**src/rtl/mem_arbiter.sv**
```systemverilog
// mem_arbiter: arbitrates two requesters onto one single-port, registered-read memory
// Ports:
//   clk, rst_n                  clock, asynchronous active-low reset
//   req0_* / rsp0_*             port 0 (fetch/stage side) request handshake and read response
//   req1_* / rsp1_*             port 1 (exe/wb data side) request handshake and read response
//   mem_write_addr/mem_wr_data/mem_wr_enable, mem_read_addr   drive the shared memory
//   mem_rd_data                 read data, valid RD_LAT cycles after mem_read_addr
// Option: define MEM_ARB_FIXED_PRIO_EN so port 0 wins every conflict (round robin otherwise).
module mem_arbiter #(
  parameter int ADDR_W = 16,
  parameter int DATA_W = 16,
  parameter int RD_LAT = 1
) (
  input  logic              clk,
  input  logic              rst_n,
  input  logic              req0_valid,
  input  logic              req0_we,
  input  logic [ADDR_W-1:0] req0_addr,
  input  logic [DATA_W-1:0] req0_wdata,
  output logic              req0_ready,
  output logic              rsp0_valid,
  output logic [DATA_W-1:0] rsp0_rdata,
  input  logic              req1_valid,
  input  logic              req1_we,
  input  logic [ADDR_W-1:0] req1_addr,
  input  logic [DATA_W-1:0] req1_wdata,
  output logic              req1_ready,
  output logic              rsp1_valid,
  output logic [DATA_W-1:0] rsp1_rdata,
  output logic [ADDR_W-1:0] mem_write_addr,
  output logic [ADDR_W-1:0] mem_read_addr,
  output logic              mem_wr_enable,
  output logic [DATA_W-1:0] mem_wr_data,
  input  logic [DATA_W-1:0] mem_rd_data
);
  localparam logic [1:0] S_IDLE    = 2'd0;
  localparam logic [1:0] S_RD_WAIT = 2'd1;
  localparam logic [1:0] S_RSP     = 2'd2;
  // The counter starts at RD_LAT-1 so the capture lands exactly RD_LAT cycles after the address.
  localparam logic [2:0] CNT_INIT  = 3'(RD_LAT - 1);
  logic [1:0]        r_state;
  logic              r_last_grant;
  logic              r_owner;
  logic [2:0]        r_cnt;
  logic [ADDR_W-1:0] r_addr;
  logic              r_rsp0_valid;
  logic              r_rsp1_valid;
  logic [DATA_W-1:0] r_rsp0_rdata;
  logic [DATA_W-1:0] r_rsp1_rdata;
  logic              w_gnt1;
  logic              w_acc;
  logic              w_we;
  logic              w_wr;
  logic              w_rd;
  logic [ADDR_W-1:0] w_addr;
  logic [DATA_W-1:0] w_wdata;
`ifdef MEM_ARB_FIXED_PRIO_EN
  assign w_gnt1 = req1_valid && !req0_valid;
`else
  // Port 1 wins a conflict only when port 0 was granted last.
  assign w_gnt1 = req1_valid && (!req0_valid || !r_last_grant);
`endif
  assign w_acc      = (r_state == S_IDLE) && (req0_valid || req1_valid);
  assign w_we       = w_gnt1 ? req1_we : req0_we;
  assign w_addr     = w_gnt1 ? req1_addr : req0_addr;
  assign w_wdata    = w_gnt1 ? req1_wdata : req0_wdata;
  assign w_wr       = w_acc && w_we;
  assign w_rd       = w_acc && !w_we;
  assign req0_ready = w_acc && !w_gnt1;
  assign req1_ready = w_acc && w_gnt1;
  assign mem_wr_enable  = w_wr;
  assign mem_write_addr = w_wr ? w_addr : '0;
  assign mem_wr_data    = w_wr ? w_wdata : '0;
  // Keep the read address stable for the whole wait so the memory sees it every cycle.
  assign mem_read_addr  = w_rd ? w_addr : (r_state == S_RD_WAIT) ? r_addr : '0;
  assign rsp0_valid = r_rsp0_valid;
  assign rsp1_valid = r_rsp1_valid;
  assign rsp0_rdata = r_rsp0_rdata;
  assign rsp1_rdata = r_rsp1_rdata;
  always_ff @(posedge clk or negedge rst_n) begin
    if (!rst_n) begin
      r_state      <= S_IDLE;
      r_last_grant <= 1'b1;
      r_owner      <= 1'b0;
      r_cnt        <= '0;
      r_addr       <= '0;
      r_rsp0_valid <= 1'b0;
      r_rsp1_valid <= 1'b0;
      r_rsp0_rdata <= '0;
      r_rsp1_rdata <= '0;
    end else begin
      r_rsp0_valid <= 1'b0;
      r_rsp1_valid <= 1'b0;
      case (r_state)
        S_IDLE: begin
          if (w_acc) r_last_grant <= w_gnt1;
          if (w_rd) begin
            r_addr  <= w_addr;
            r_owner <= w_gnt1;
            r_cnt   <= CNT_INIT;
            r_state <= S_RD_WAIT;
          end
        end
        S_RD_WAIT: begin
          if (r_cnt != 3'd0) begin
            r_cnt <= r_cnt - 3'd1;
          end else begin
            if (r_owner) begin
              r_rsp1_valid <= 1'b1;
              r_rsp1_rdata <= mem_rd_data;
            end else begin
              r_rsp0_valid <= 1'b1;
              r_rsp0_rdata <= mem_rd_data;
            end
            r_state <= S_RSP;
          end
        end
        default: r_state <= S_IDLE;
      endcase
    end
  end
endmodule

```
**config.mk**
```make
export PLATFORM = sky130hd
export DESIGN_NAME = mem_arbiter
export DESIGN_NICKNAME = d
export VERILOG_FILES = /design/src/rtl/mem_arbiter.sv
export SDC_FILE = /design/constraint.sdc
export NUM_CORES = 1
export LEC_CHECK = 0
export CAP_MARGIN = 15
export CORE_UTILIZATION = 42
export CTS_BUF_LIST = sky130_fd_sc_hd__clkbuf_16
export DETAILED_ROUTE_END_ITERATION = 16
export HOLD_SLACK_MARGIN = 0.08
export PLACE_DENSITY = 0.95
export SYNTH_ARGS = -nofsm -noshare
export SYNTH_HDL_FRONTEND = slang
export SYNTH_SLANG_ARGS = --single-unit
```
**constraint.sdc**
```tcl
create_clock -name clk -period 3.6 [get_ports clk]
set_input_delay 0.54 -clock clk [delete_from_list [all_inputs] [get_ports clk]]
set_output_delay 0.54 -clock clk [all_outputs]
set_load 0.02 [all_outputs]
```
; ---- Word-level counts from Yosys, hierarchy flattened
; Index checks and enable logic that the tools add are counted.
; W data, S select, Z words.
[word_totals]
ff_bits = 57
input_bits = 86
out_inout_bits = 85
word_cells = 56
[classes]
addsub = 1
eq_ne = 4
n_mux = 19
bitwise = 2
n_reduce_logical = 21
[ops]
columns = cell, count
row1 = $mux W16, 6
row2 = $reduce_and A3 Y1, 3
row3 = $mux W1, 7
row4 = $logic_and A1 B1 Y1, 6
row5 = $mux W3, 2
row6 = $pmux W3 S2, 1
row7 = $reduce_and A2 Y1, 3
row8 = $logic_not A1 Y1, 4
row9 = $mux W2, 2
row10 = $ne A2 B2 Y1 const B, 2
row11 = $pmux W2 S2, 1
row12 = $reduce_bool A3 Y1, 1
row13 = $sub A3 B1 Y3 const B, 1
row14 = $eq A2 B1 Y1 const B, 1
row15 = $logic_not A2 Y1, 1
row16 = $logic_or A1 B1 Y1, 2
row17 = $ne A2 B1 Y1 const B, 1
row18 = $not A1 Y1, 2
row19 = $reduce_bool A2 Y1, 1

; ---- Longest topological paths before layout
; Gate-level depths: netlist of the first run.
[depth]
depth_word = 8
ltp_mapped = 6
depth_no_buf = 5

; ---- Worst setup path after synthesis of the first run
; No wires, ideal clock.
[synth_path]
path_kind = input to output
startpoint = input port req0_we
endpoint = output port mem_read_addr[10]
arrival_ns = 1.834
t_required_ns = 3.060
path_slack_ns = 1.226
stages = 4
n_path_buf = 1
cell_sequence = or4b_4 -> a2bb2oi_2 -> buf_2 -> o22ai_1
[synth_between]
elab_chain_cells = 4
[synth_lines]
columns = element, line_no
row1 = "start, declared", 17  ; input logic req0_we,
row2 = $mux W1, 64  ; assign w_we = w_gnt1 ? req1_we : req0_we;
row3 = $logic_not A1 Y1, 68  ; assign w_rd = w_acc && !w_we;
row4 = $logic_and A1 B1 Y1, 68
row5 = $mux W16, 75  ; assign mem_read_addr = w_rd ? w_addr : (r_state == S_RD_WAIT) ? r_addr : '0;
row6 = "end, declared", 31  ; output logic [ADDR_W-1:0] mem_read_addr,
; Every way passes these cells.

; ---- Worst setup path in the final report of the first run
[layout_path]
startpoint = input port req0_valid
endpoint = output port mem_read_addr[14]
[layout_between]
elab_chain_cells = 7
elab_cells_between_ends = 10
cone_classes = mux (3) / reduce/logical (7)
[layout_lines]
columns = element, line_no
row1 = "start, declared", 16  ; input logic req0_valid,
row2 = $logic_not A1 Y1, 61  ; assign w_gnt1 = req1_valid && (!req0_valid || !r_last_grant);
row3 = $logic_or A1 B1 Y1, 61
row4 = $logic_and A1 B1 Y1, 61
row5 = $mux W1, 64
row6 = $logic_not A1 Y1, 68
row7 = $logic_and A1 B1 Y1, 68
row8 = $mux W16 (*), 75
; Every way passes the cells marked *; elsewhere a longest branch is shown, timed or not.

==> impl_metrics.py, run 1 <==
metrics = {
    "run": {
        "cap_violations": 0,
    },
    "timing": {
        "finalSetupViolCount": 0,
        "setup_slack_ns": 0.137,
        "max-slew-margin-rel_pct": 40.4,
        "fin_tns_setup_ns": 0,
        "period_needed_ns": 3.46,
        "max_freq_mhz": 289,
        "skew_ns": 0.00575,
        "drv_slew": 0,
        "tightest_slew_ns": 0.895,
        "grt_setup_unrepaired": "false",
        "finalHoldViolations": 0,
        "post-route-period-util_pct": 96.2,
    },
    "clocking": {
        "cts_sinks": 57,
        "cts_max_level": 3,
        "clock_path_buffers": 2,
        "cts.clk_slew.worst_paths_ns": 0.05,
        "hold_buffers": 0,
        "cts_resized": 0,
        "cts_setup_buffers": 0,
        "clockRootBuffer": "clkbuf_16",
        "cts_tree": "done",
        "numCtsBuffers": 9,
        "insertion_delay_ns": 0.32,
    },
    "route": {
        "routed_wl_mm": 8.82,
        "drc": 0,
        "drt_iter0_drc": 96,
        "ant_nets": 0,
        "vias": 2680,
        "viasPerCell": 5.05,
        "wl_per_cell_um": 16.6,
        "firstDrtPassIters": 4,
    },
    "floorplanning": {
        "initial_core_util_pct": 43.8,
        "dieArea_um2": 7500,
        "die_w_um": 86.6,
        "core_um2": 6870,
        "ios": 171,
        "die_h_um": 86.6,
        "rows": 30,
    },
    "placement": {
        "place_ws_ns": 0.148,
        "dp.cells": 515,
        "port_buffers": 170,
        "dp_hpwl_mm": 6.51,
        "place.gp.congestion": 0.752,
    },
    "grt": {
        "antenna_found_initial": 0,
        "grt.busiest_layer": "met2",
        "met1_usage_pct": 29.7,
        "grt-ovfl-total": 0,
        "grt_first_pass_wirelength_mm": 13.6,
        "grt_pass1_vias": 2767,
        "grt_util_met2_pct": 42.5,
        "grt_usage_pct": 23.9,
        "use_met3_pct": 5.24,
        "grt_max_degree": 39,
    },
    "synthesis": {
        "synth_seq_cells": 57,
        "synth_cells": 263,
        "netlist-cell-type-count": 32,
        "syn_nets": 351,
        "avgSynthCellArea_um2": 11.4,
        "yosysSeqAreaShare_pct": 47.5,
        "ys.warnings.count": 0,
        "netlist_area_um2": 3010,
    },
    "setup_path": {
        "path_buf_inv": 2,
        "worstPathCellList": "clkdlybuf4s50_1 > or4b_4 > a2bb2oi_2 > o22ai_1 > clkdlybuf4s50_1",
        "start_kind": "input port",
        "crit_type": "in2out",
        "required_ns": 3.06,
        "slowest_delay_ns": 0.65,
        "cp_max_fo": 18,
        "worst_path_max_delay_cell": "clkdlybuf4s50_1",
        "arrival_ns": 2.92,
        "cpLargestDelayFamily": "buffers and inverters",
        "critPathMostFrequentCell": "clkdlybuf4s50_1",
        "critPathCaptureType": "output pin",
    },
    "layout": {
        "area_growth_pct": 68.5,
        "drive_gt1_share_pct": 14.3,
        "stdcell_count": 531,
        "regArea_um2": 1430,
        "multiInputGateArea_um2": 1400,
        "n_fill_cell": 488,
        "antenna_cells": 0,
        "nets": 518,
    },
    "pwr": {
        "irDropWorstVdd_mv": 0.424,
        "fin_total_pwr_mw": 3.85,
        "cellLeakagePower_nw": 2.09,
        "p_per_area_nw_per_um2": 760,
    },
    "worst_hold_path": {
        "hold_class": "in2async",
    },
    "outcome": {
        "status": "complete, no violations",
    },
}
## flip-flops by register name, summed over array words and instances (netlist names)
signal,cells
r_addr,16
r_cnt,3
r_last_grant,1
r_owner,1
r_state,2
rsp0_rdata,16
rsp0_valid,1
rsp1_rdata,16
rsp1_valid,1
## kinds of logic after synthesis
group	share of synthesized area (%)
buf+inv	6.66
fa+ha+maj	0.832
simple gates	9.82
mux	28.3
compound gates	6.95
flops	47.5
## cell usage after synthesis, drive strengths merged
cell	count	area (um^2)
o41a	1	11.3
nand2b	2	12.5
and4bb	1	12.5
ha	2	25.0
buf	12	98.8
dfstp	1	26.3
a21boi	1	7.51
mux2	32	360
o2bb2ai	1	15.0
a31o	1	8.76
nor2	4	15.0
o41ai	1	8.76
clkbuf	7	26.3
o21ai	5	25.0
a2bb2oi	1	15.0
or4b	1	13.8
nor2b	3	18.8
nand3	1	5.00
o22ai	17	106
nand2	5	18.8
nand3b	1	7.51
dfrtp	56	1400
inv	20	75.1
a21oi	1	5.00
a31oi	1	6.26
nor3	36	191
mux2i	49	490
## metal layers
metal,vias up,routed length (um)
met2,73,4760
met1,1321,3650
met5,-,0
met3,6,327
li1,1280,-
met4,0,80
## placed cells by master, fill, tap and decap left out, types with 2 or more instances in the layout
cell             count
clkdlybuf4s50_1    169
dfrtp_1             56
mux2i_1             48
nor3_1              35
mux2_2              32
inv_1               21
o22ai_1             17
clkbuf_16            9
nand2_1              5
nor2_1               4
o21ai_0              4
nor2b_1              3
buf_4                3
nand2b_1             2
ha_1                 2
clkinv_2             2
clkinvlp_4           2
buf_12               2
## path summary, 6_finish.rpt
check / start / end / slack [ns] / depth (start not counted)
worst max-delay path: req0_valid / mem_read_addr[14] / 0.14 / 5
worst min-delay path: rst_n / rsp0_rdata[2] / 0.33 / 1
worst max register to register: r_state[1] / rsp0_rdata[15] / 1.12 / 3
worst min register to register: rsp1_rdata[14] / rsp1_rdata[14] / 0.50 / 1
max in group asynchronous: rst_n / r_last_grant / 2.43 / 2
min in group clk: rsp1_rdata[14] / rsp1_rdata[14] / 0.50 / 1
## metrics by stage
| step | instance area [um^2] | util, % | hold WS, ns |
|---|---|---|---|
| floorplan | 3010 | - | 0.244 |
| global placement | 4780 | 69.6 | 0.487 |
| detailed placement | 4780 | 69.6 | 0.494 |
| CTS | 5070 | 73.8 | 0.356 |
| global route | 5070 | 73.8 | 0.396 |
| finish | 5070 | 73.8 | 0.332 |
## report_power, final
group	leakage [nW]	internal (mW)	switching, mW
registers	0.680	0.945	0.152
clock network	0.140	0.526	0.275
logic	1.27	0.981	0.974
## worst reg2reg max path: stages, from the launching register on
cell,delay (ns)
dfrtp_1,0.47
nand2b_1,0.60
nor3_4,0.87
mux2_2,0.42
## layout make-up
class	instances	share of cell area, %
timing repair buffer	175	34.7
multi-input combinational	167	27.6
clock inverter	7	1.23
inverter	20	1.48
sequential	57	28.2
tap	96	2.37
clock buffer	9	4.44
Power figures use the tool's default switching activity.
==> run 2: changes to the inputs <==
Settings changed: CORE_UTILIZATION 42 to 57, DONT_BUFFER_PORTS from default to 1, PLACE_DENSITY 0.95 to 0.86.
Clock period 3.6 ns to 3.1 ns, I/O delays scaled along.
==> impl_metrics.py, run 2 (synthesized netlist as in run 1, its figures left out) <==
metrics = {
    "clocking": {
        "cts_setup_buffers": 0,
        "hold_buffers": 2,
        "cts.clk_slew.worst_paths_ns": 0.05,
        "cts_resized": 0,
        "cts_sinks": 57,
        "clockRootBuffer": "clkbuf_16",
        "insertion_delay_ns": 0.32,
        "cts_tree": "done",
        "numCtsBuffers": 9,
        "clock_path_buffers": 2,
        "cts_max_level": 3,
    },
    "layout": {
        "layout_commonest_cell": "dfrtp_1",
        "utilization_pct": 66.9,
        "drive_gt1_share_pct": 24.1,
        "layout_common_cells": "dfrtp_1, mux2i_1, nor3_1, mux2_2, inv_1",
        "area_growth_pct": 13.6,
        "antenna_cells": 0,
        "nets": 353,
        "n_fill_cell": 398,
    },
    "floorplanning": {
        "ios": 171,
        "rows": 26,
        "dieArea_um2": 5570,
        "die_h_um": 74.6,
        "core_um2": 5110,
        "initial_core_util_pct": 58.9,
        "die_w_um": 74.6,
    },
    "setup_path": {
        "r2r_start": "r_state[1]",
        "start_kind": "flip-flop",
        "cp_max_fo": 36,
        "crit_type": "reg2out",
        "reg2reg_slack_ns": 1.00,
        "regToRegEndpoint": "rsp0_rdata[15]",
        "required_ns": 2.63,
        "critPathCaptureType": "output pin",
        "arrival_ns": 2.26,
        "rr_worst_depth": 4,
    },
    "worst_hold_path": {
        "hold_class": "in2reg",
        "hold_end": "r_last_grant",
        "min_from": "req0_valid",
        "hold_path_depth": 1,
    },
    "route": {
        "viasPerCell": 6.16,
        "vias": 2093,
        "drt_iter0_drc": 95,
        "wl_per_cell_um": 18.9,
        "routed_wl_mm": 6.43,
        "ant_nets": 0,
        "drc": 0,
        "firstDrtPassIters": 5,
    },
    "run": {
        "cap_violations": 0,
    },
    "pwr": {
        "irDropWorstVdd_mv": 0.730,
        "fin_total_pwr_mw": 3.75,
        "p_per_area_nw_per_um2": 1100,
        "cellLeakagePower_nw": 1.49,
    },
    "grt": {
        "antenna_found_initial": 0,
        "grt_max_degree": 58,
        "grt_first_pass_wirelength_mm": 8.91,
        "grt_pass1_vias": 1780,
        "grt_usage_pct": 22.2,
        "grt-ovfl-total": 0,
    },
    "timing": {
        "skew_ns": 0.00646,
        "finalHoldViolations": 0,
        "tightest_slew_ns": 0.879,
        "max-slew-margin-rel_pct": 41.3,
        "post-route-period-util_pct": 87.8,
        "max_freq_mhz": 367,
        "period_needed_ns": 2.72,
        "fin_tns_setup_ns": 0,
        "drv_slew": 0,
        "grt_setup_unrepaired": "false",
        "holdWs_ns": 0.219,
        "finalSetupViolCount": 0,
    },
    "placement": {
        "dp_hpwl_mm": 4.48,
        "port_buffers": 0,
        "place.gp.congestion": 0.710,
    },
    "outcome": {
        "status": "complete, no violations",
    },
}
==> run 2: cell types whose count changed in the layout (fill, tap and decap cells not counted), sizes merged <==
cell and change:
clkinv +1, bufinv +1, clkinvlp -2, dlygate4sd3 +1, clkdlybuf4s50 -169, buf +3
==> run 2: power breakdown <==
part	switching, mW	total (mW)	internal (mW)
registers	0.492	1.59	1.10
logic	0.686	1.15	0.466
clock network	0.317	1.01	0.694
==> run 2: worst max-delay path by stage <==
stage | from | to | slack (ns) | cells after the start
final | r_last_grant | mem_read_addr[4] | 0.38 | 4
after global routing | r_last_grant | mem_read_addr[14] | 0.29 | 4
after CTS | r_last_grant | mem_read_addr[4] | 0.40 | 4
after detailed placement | r_last_grant | mem_read_addr[4] | 0.71 | 4
after global placement | r_last_grant | mem_read_addr[14] | 0.80 | 4
after floorplan | r_state[0] | mem_read_addr[10] | 0.88 | 5
==> run 2: critical path, stage by stage, from the launching register on <==
cell and delay [ns]:
dfstp_2 0.59, a21boi_4 0.07, buf_12 0.18, a2bb2oi_2 0.70, o22ai_1 0.39
==> run 2: layout make-up <==
cell class                 count  area (um^2)  share of cell area (%)
multi-input combinational    167         1400                    40.9
timing repair buffer          10          118                    3.44
sequential                    57         1430                    41.8
clock inverter                 7         86.3                    2.53
clock buffer                   9          225                    6.59
inverter                      20         75.1                    2.20
tap                           70         87.6                    2.56
==> run 2: through the flow <==
step                cell area, um^2  setup WS, ns  instances
floorplan                      3010         0.876        263
global placement               3050         0.802        321
detailed placement             3050         0.713        321
CTS                            3400         0.401        339
global route                   3420         0.290        340
finish                         3420         0.377        340
==> run 2: per-layer routing <==
layer / global-route usage, % / part of all wire [%] / vias to the layer above
li1: - / - / 951
met3: 8.30 / 8.4 / 8
met1: 30.1 / 42 / 1019
met4: 5.45 / 0.85 / 0
met5: 0 / 0 / -
met2: 34.3 / 49 / 115
==> run 3: changes to the inputs <==
Settings changed: CAP_MARGIN 15 to 30.
==> impl_metrics.py, run 3 (synthesized netlist as in run 1, its figures left out) <==
metrics = {
    "outcome": {
        "status": "complete, no violations",
    },
    "clocking": {
        "insertion_delay_ns": 0.31,
        "clockRootBuffer": "clkbuf_16",
        "numCtsBuffers": 9,
        "cts_tree": "done",
        "cts.clk_slew.worst_paths_ns": 0.05,
        "cts_max_level": 3,
        "cts_sinks": 57,
        "clock_path_buffers": 2,
        "cts_setup_buffers": 0,
    },
    "timing": {
        "fin_tns_setup_ns": 0,
        "max_freq_mhz": 368,
        "max-slew-margin-rel_pct": 39.8,
        "period_needed_ns": 2.71,
        "finalSetupViolCount": 0,
        "post-route-period-util_pct": 87.6,
        "drv_slew": 0,
        "skew_ns": 0.00610,
        "grt_setup_unrepaired": "false",
        "finalHoldViolations": 0,
        "tightest_slew_ns": 0.902,
    },
    "grt": {
        "grt_usage_pct": 22.3,
        "grt-ovfl-total": 0,
        "grt_max_degree": 58,
        "grt_pass1_vias": 1830,
        "grt_first_pass_wirelength_mm": 9.11,
        "antenna_found_initial": 0,
    },
    "pwr": {
        "p_per_area_nw_per_um2": 1070,
        "cellLeakagePower_nw": 1.47,
        "irDropWorstVdd_mv": 0.691,
    },
    "layout": {
        "antenna_cells": 0,
        "drive_gt1_share_pct": 22.6,
        "area_growth_pct": 12.5,
        "final_area_um2": 3380,
        "nets": 353,
        "layout_commonest_cell": "dfrtp_1",
        "n_fill_cell": 402,
        "utilization_pct": 66.3,
        "layout_common_cells": "dfrtp_1, mux2i_1, nor3_1, mux2_2, inv_1",
    },
    "setup_path": {
        "worst_path_max_delay_cell": "a2bb2oi_2",
        "start_kind": "flip-flop",
        "cp_max_fo": 36,
        "crit_type": "reg2out",
        "arrival_ns": 2.25,
        "reg2reg_slack_ns": 0.93,
        "critPathCaptureType": "output pin",
        "required_ns": 2.63,
        "worstPathCellList": "a21boi_4 > buf_12 > a2bb2oi_2 > o22ai_1",
        "slowest_delay_ns": 0.70,
    },
    "route": {
        "drt_iter0_drc": 80,
        "drc": 0,
        "viasPerCell": 6.21,
        "ant_nets": 0,
        "firstDrtPassIters": 4,
        "wl_per_cell_um": 18.7,
        "routed_wl_mm": 6.37,
        "vias": 2112,
    },
    "floorplanning": {
        "die_h_um": 74.6,
        "die_w_um": 74.6,
        "initial_core_util_pct": 58.9,
        "rows": 26,
        "core_um2": 5110,
        "ios": 171,
        "dieArea_um2": 5570,
    },
    "run": {
        "cap_violations": 0,
    },
    "placement": {
        "place.gp.congestion": 0.710,
        "dp_hpwl_mm": 4.50,
        "post_dp_cell_area_um2": 3070,
        "port_buffers": 0,
    },
    "worst_hold_path": {
        "hold_class": "in2reg",
    },
}
[run 3: changes by cell type in the layout (fill, tap and decap cells not counted)]
cell / delta
clkinv_2: -2
clkinv_4: -1
bufinv_16: -1
clkinv_1: +4
[run 3: final cells by class]
cell class                 instances  area, um^2  area share (%)
sequential                        57        1430            42.2
multi-input combinational        167        1400            41.3
clock buffer                       9         225            6.65
timing repair buffer              10         118            3.48
tap                               70        87.6            2.59
inverter                          20        75.1            2.22
clock inverter                     7        52.6            1.55
[run 3: critical path, delay by kind of cell (launching register included)]
kind | cells | cell delay, ns
AO/OA/AOI/OAI | 3 | 1.16
flip-flops | 1 | 0.58
buffers and inverters | 1 | 0.19
[run 3: power breakdown]
group / switching, mW / total [mW] / leakage [nW] / internal [mW]
Combinational: 0.681 / 1.15 / 0.654 / 0.466
Clock: 0.293 / 0.895 / 0.138 / 0.602
Sequential: 0.494 / 1.59 / 0.680 / 1.10
[run 3: worst paths after layout]
kind	from	endpoint	cells after the start
setup reg to reg	r_state[1]	rsp0_rdata[15]	4
min in group asynchronous	rst_n	rsp0_rdata[7]	2
max in group asynchronous	rst_n	r_last_grant	2
hold / removal	req0_valid	r_last_grant	1
hold reg to reg	r_addr[14]	r_addr[14]	2
setup / recovery	r_last_grant	mem_read_addr[6]	4
[run 3: metal layers]
metal  share of wire, %  vias up  GRT usage [%]  wire [um]
li1                   -      952              -          -
met1                 43     1035           31.3       2750
met2                 48      117           33.7       3040
met3                8.1        8           6.29        515
met4                1.1        0           7.34         69
met5                  0        -              0          0
[run 3: through the flow]
step           std cells  worst slack, ns  total power [mW]  hold WS, ns
4_1_cts              340            0.392              3.66        0.222
3_5_place_dp         322            0.731              2.73        0.170
2_1_floorplan        263            0.876              2.53        0.169
6_report             340            0.385              3.63        0.236
5_1_grt              340            0.306              3.83        0.224
3_3_place_gp         321            0.802              2.66        0.170
[run 3: timing repair]
item,in CTS,in global routing
gates resized for setup,0,0
endpoints found under the hold margin,57,0
hold buffers,2,0
